--- config.mk ---
export PLATFORM = sky130hd
export DESIGN_NAME = alu_cmd_issuer
export DESIGN_NICKNAME = d
export VERILOG_FILES = /design/src/rtl/alu_cmd_issuer.sv
export SDC_FILE = /design/constraint.sdc
export NUM_CORES = 1
export LEC_CHECK = 0
export ABC_CLOCK_PERIOD_IN_PS = 3000
export CORE_AREA = 8 8 153 155
export DETAILED_ROUTE_END_ITERATION = 10
export DIE_AREA = 0 0 161 163
export PLACE_DENSITY = 0.63
export REMOVE_ABC_BUFFERS = 1
export SYNTH_ARGS = -nofsm -noshare
export SYNTH_HDL_FRONTEND = slang
export SYNTH_SLANG_ARGS = --single-unit
--- constraint.sdc ---
create_clock -name clk -period 3 [get_ports clk]
set_input_delay 0.9 -clock clk [delete_from_list [all_inputs] [get_ports clk]]
set_output_delay 0.9 -clock clk [all_outputs]
set_load 0.01 [all_outputs]
--- src/rtl/alu_cmd_issuer.sv ---
// alu_cmd_issuer: accepts tagged ALU commands over valid/ready, issues one
// operation at a time to a registered ALU, waits out its latency and returns
// the captured result, flags and tag on a valid/ready response stream.
module alu_cmd_issuer #(
   parameter int DATA_WIDTH = 32,
   parameter int TAG_WIDTH  = 4,
   parameter int ALU_LAT    = 1,
   parameter int CNT_WIDTH  = 16
) (
   input  logic                  clk,
   input  logic                  rst_n,
   input  logic                  cmd_valid,
   output logic                  cmd_ready,
   input  logic [DATA_WIDTH-1:0] cmd_a,
   input  logic [DATA_WIDTH-1:0] cmd_b,
   input  logic [3:0]            cmd_op,
   input  logic [TAG_WIDTH-1:0]  cmd_tag,
   output logic [DATA_WIDTH-1:0] alu_a,
   output logic [DATA_WIDTH-1:0] alu_b,
   output logic [3:0]            alu_opcode,
   output logic                  alu_enable,
   input  logic [DATA_WIDTH-1:0] alu_result,
   input  logic                  alu_overflow,
   output logic                  rsp_valid,
   input  logic                  rsp_ready,
   output logic [DATA_WIDTH-1:0] rsp_result,
   output logic                  rsp_zero,
   output logic                  rsp_overflow,
   output logic                  rsp_err,
   output logic [TAG_WIDTH-1:0]  rsp_tag,
   output logic [CNT_WIDTH-1:0]  issued_cnt
);

   localparam int WCW = (ALU_LAT > 1) ? $clog2(ALU_LAT) : 1;

   typedef enum logic [1:0] {
      S_IDLE,
      S_ISSUE,
      S_WAIT,
      S_RESP
   } state_t;

   state_t          state_q, state_d;
   logic [WCW-1:0]  wait_q;
   logic [TAG_WIDTH-1:0] tag_q;
   logic            accept;
   logic            illegal;
   logic            wait_last;

   assign accept    = (state_q == S_IDLE) && cmd_valid;
   assign illegal   = cmd_op[3];
   assign wait_last = (state_q == S_WAIT) && (wait_q == WCW'(ALU_LAT - 1));

   // State register; async reset so alu_enable drops the moment rst_n falls.
   always_ff @(posedge clk or negedge rst_n) begin
      if (!rst_n) state_q <= S_IDLE;
      else        state_q <= state_d;
   end

   // Next-state and handshake/enable outputs decoded from the current state.
   always_comb begin
      state_d    = state_q;
      cmd_ready  = 1'b0;
      alu_enable = 1'b0;
      rsp_valid  = 1'b0;
      case (state_q)
         S_IDLE: begin
            cmd_ready = 1'b1;
            if (cmd_valid) state_d = illegal ? S_RESP : S_ISSUE;
         end
         S_ISSUE: begin
            alu_enable = 1'b1;
            state_d    = S_WAIT;
         end
         S_WAIT: begin
            if (wait_last) state_d = S_RESP;
         end
         S_RESP: begin
            rsp_valid = 1'b1;
            if (rsp_ready) state_d = S_IDLE;
         end
         default: state_d = S_IDLE;
      endcase
   end

   // Command latch: operands/opcode/tag held stable on the ALU side until the next accept.
   always_ff @(posedge clk or negedge rst_n) begin
      if (!rst_n) begin
         alu_a      <= '0;
         alu_b      <= '0;
         alu_opcode <= '0;
         tag_q      <= '0;
      end else if (accept) begin
         alu_a      <= cmd_a;
         alu_b      <= cmd_b;
         alu_opcode <= cmd_op;
         tag_q      <= cmd_tag;
      end
   end

   // Latency counter across the WAIT cycles.
   always_ff @(posedge clk or negedge rst_n) begin
      if (!rst_n)                  wait_q <= '0;
      else if (state_q == S_WAIT)  wait_q <= wait_last ? '0 : wait_q + 1'b1;
      else                         wait_q <= '0;
   end

   // Response payload: loaded by an illegal accept or by the last WAIT edge, then frozen.
   always_ff @(posedge clk or negedge rst_n) begin
      if (!rst_n) begin
         rsp_result   <= '0;
         rsp_zero     <= 1'b1;
         rsp_overflow <= 1'b0;
         rsp_err      <= 1'b0;
         rsp_tag      <= '0;
      end else if (accept && illegal) begin
         rsp_result   <= '0;
         rsp_zero     <= 1'b1;
         rsp_overflow <= 1'b0;
         rsp_err      <= 1'b1;
         rsp_tag      <= cmd_tag;
      end else if (wait_last) begin
         rsp_result   <= alu_result;
         rsp_zero     <= (alu_result == '0);
         rsp_overflow <= alu_overflow;
         rsp_err      <= 1'b0;
         rsp_tag      <= tag_q;
      end
   end

   // Issued-operation counter; bumps on the edge leaving ISSUE, wraps naturally.
   always_ff @(posedge clk or negedge rst_n) begin
      if (!rst_n)                   issued_cnt <= '0;
      else if (state_q == S_ISSUE)  issued_cnt <= issued_cnt + 1'b1;
   end

endmodule

==> results.sh <==
export IMPL_slowest_stage="clkdlybuf4s50_1"
export IMPL_hpwlAfterDp_microns=11100
export IMPL_worstMarginPinSlew_ns=0.574
export IMPL_final_cell_mix="233 x clkdlybuf4s50_1, 129 x dfrtp_1, 76 x nand2_1"
export IMPL_postLayoutCellArea_sq_um=8470
export IMPL_grt_max_degree=58
export IMPL_synthCells=407
export IMPL_fp_dieW_microns=161
export IMPL_r2r_start="state_q[1]$_DFFE_PN0P_"
export IMPL_synth_fa_ha_area_frac=0.0146
export IMPL_ant_nets=0
export IMPL_start_util=0.248
export IMPL_yosysTopAreaCell="dfrtp_1"
export IMPL_drt_iter0_markers=118
export IMPL_track_usage=0.117
export IMPL_synth_seq_cells=130
export IMPL_first_pass_iters=4
export IMPL_ys_seq_area_frac=0.631
export IMPL_wirelength_microns=15100
export IMPL_syn_area_sq_um=5160
export IMPL_insertion_delay_ns=0.40
export IMPL_worstHoldPathType="in -> async"
export IMPL_syn_avg_cell_area_sq_um=12.7
export IMPL_critPathKind="reg -> out"
export IMPL_clkSinkCount=130
export IMPL_grt_pass1_wl_microns=24200
export IMPL_post_route_min_period_ns=2.77
export IMPL_synth_mux_area_frac=0.167
export IMPL_globalplace_congestion=0.705
export IMPL_nNetsFinal=765
export IMPL_clock_path_buffers=2
export IMPL_drive_gt1_frac=0.184
export IMPL_die_h_microns=163
export IMPL_drc_errors=0
export IMPL_n_antenna_cell=0
export IMPL_max_stage_delay_ns=0.62
export IMPL_setup_slack_ns=0.228
export IMPL_reg2reg_depth=5
export IMPL_synth_ff_type="dfrtp_1"
export IMPL_synth_edf_count=0
export IMPL_yosysTopAreaCellShare=0.626
export IMPL_port_buffers=234
export IMPL_core_sq_um=20800
export IMPL_fin_crit_sh=0.924
export IMPL_cts_made_buffers=17
export IMPL_start_kind="flop"
export IMPL_first_global_vias=4281
export IMPL_cts_tree="done"
export IMPL_max_slew_margin_rel=0.617
export IMPL_async_flop_share=1.00
export IMPL_synth_xor_area_frac=0.0255
export IMPL_grt_overflow_total=0
export IMPL_crit_required_ns=2.10
export IMPL_skew_ns=0.00608
export IMPL_fin_tns_setup_ns=0
export IMPL_die_area_sq_um=26200
export IMPL_rows=53
export IMPL_cts_setup_buffers=0
export IMPL_ys_warn_count=0
export IMPL_powerDensity_nw_per_um2=1030
export IMPL_r2r_end="alu_a[1]$_DFFE_PN0P_"
export IMPL_r2r_slack_ns=1.26
export IMPL_maxSlewViolCount=0
export IMPL_hold_violations=0
export IMPL_cts_resized=0
export IMPL_clk_pin_slew_ns=0.06
export IMPL_synth_compound_area_frac=0.0449
export IMPL_dr_total_vias=3938
export IMPL_ys_types=28
export IMPL_yosys_area_share_simple=0.0951
export IMPL_path_cells="inv_1 > ha_1 > clkdlybuf4s50_1"
export IMPL_synthTopCellsByArea="dfrtp_1 63%, mux2_2 16%, nand2_1 5.6%"
export IMPL_wl_per_cell_microns=16.1
export IMPL_ios=235
export IMPL_cts_max_level=4
export IMPL_outcome="finished, final reports clean"
export IMPL_pre_cts_slack_ns=0.597
export IMPL_place_area_sq_um=7860
export IMPL_via_per_inst=4.20
export IMPL_cts_hold_buf=0
export IMPL_fmaxAchievable_mhz=361
export IMPL_final_common_cell="clkdlybuf4s50_1"
export IMPL_grt_antenna_before_repair=0
export IMPL_root_buffer="clkbuf_16"
export IMPL_cp_max_fo=7
export IMPL_setup_violations=0
export IMPL_synth_top_family_by_area="multiplexers"
export IMPL_syn_to_final_growth_pct=64.2
export IMPL_peakVddDrop_uv=408
export IMPL_cp_end_kind="output pin"
export IMPL_cap_violations=0
export IMPL_rsz0062_at_grt="false"
export IMPL_p_leak_nw=3.56
export IMPL_critPathArrivalTime_ns=1.87
worst max-delay path, delay by kind of cell (launching register included):
| kind | cells | cell delay, ns |
|---|---|---|
| adder cells (fa/ha/maj) | 1 | 0.32 |
| buffers and inverters | 2 | 0.73 |
| flip-flops | 1 | 0.41 |
cells by family (layout without fill, tap and decap cells):
| kind of cell | Yosys count | after routing |
|---|---|---|
| flip-flops | 130 | 130 |
| AND/OR/NAND/NOR | 109 | 109 |
| multiplexers | 77 | 77 |
| AO/OA/AOI/OAI | 44 | 44 |
| buffers and inverters | 25 | 281 |
| XOR/XNOR | 15 | 15 |
| adder cells (fa/ha/maj) | 6 | 6 |
| other | 1 | 1 |
area by class of cell:
class	count	area [sq um]
clock buffers	19	453
clock inverters	13	159
fillers	2034	12400
inverters	5	18.8
multi-input cells	252	1800
flip-flops and latches	130	3250
well taps	275	344
repair buffers	244	2440
synth_stat cells, drive strengths merged, types with 2 or more instances:
cell    count
buf        14
nor4        8
clkbuf      6
a21o        2
mux2       72
xnor2      11
nor3        2
mux2i       5
o21ai       5
dfrtp     129
a21oi      35
and3        5
nand3       5
xor2        4
nand4       7
ha          6
inv         5
nor2        2
nand2      77
per-layer routing:
layer / part of all wire / vias to the layer above / track usage
met5: 0 / - / 0
met4: 0.0072 / 0 / 0.0316
met3: 0.095 / 8 / 0.0556
met2: 0.47 / 142 / 0.186
met1: 0.43 / 1911 / 0.139
li1: - / 1877 / -
per-stage QoR:
| step | total power, mW | hold slack [ns] | instances | utilization |
|---|---|---|---|---|
| 6_report | 8.74 | 0.466 | 938 | 0.407 |
| 5_1_grt | 9.34 | 0.494 | 938 | 0.407 |
| 4_1_cts | 8.93 | 0.472 | 938 | 0.407 |
| 3_5_place_dp | 6.72 | 0.467 | 906 | 0.377 |
| 3_3_place_gp | 6.67 | 0.459 | 906 | 0.377 |
| 2_1_floorplan | 4.55 | 0.479 | 387 | - |
how the worst max path moves through the flow:
stage                                      start              endpoint  slack, ns  depth (start not counted)
after floorplan                        cmd_valid  alu_a[0]$_DFFE_PN0P_       0.03                          2
after global placement             alu_result[6]  rsp_zero$_DFFE_PN1P_       0.57                          4
after detailed placement               cmd_valid  alu_a[1]$_DFFE_PN0P_       0.60                          4
after CTS                 state_q[1]$_DFFE_PN0P_            alu_enable       0.19                          3
after global routing      state_q[1]$_DFFE_PN0P_            alu_enable       0.09                          3
final                     state_q[1]$_DFFE_PN0P_            alu_enable       0.23                          3
flip-flops by register name, summed over array words and instances (netlist names), 2 cells and up:
register,cells
rsp_tag,4
rsp_result,32
tag_q,4
alu_a,32
issued_cnt,16
alu_b,32
alu_opcode,4
state_q,2
power by group:
group          switching (mW)  internal (mW)  total [mW]
Sequential              0.425           2.57        2.99
Clock                   0.774           1.35        2.12
Combinational            1.45           2.17        3.62
Total                    2.65           6.08        8.74
Power figures use the tool's default switching activity.
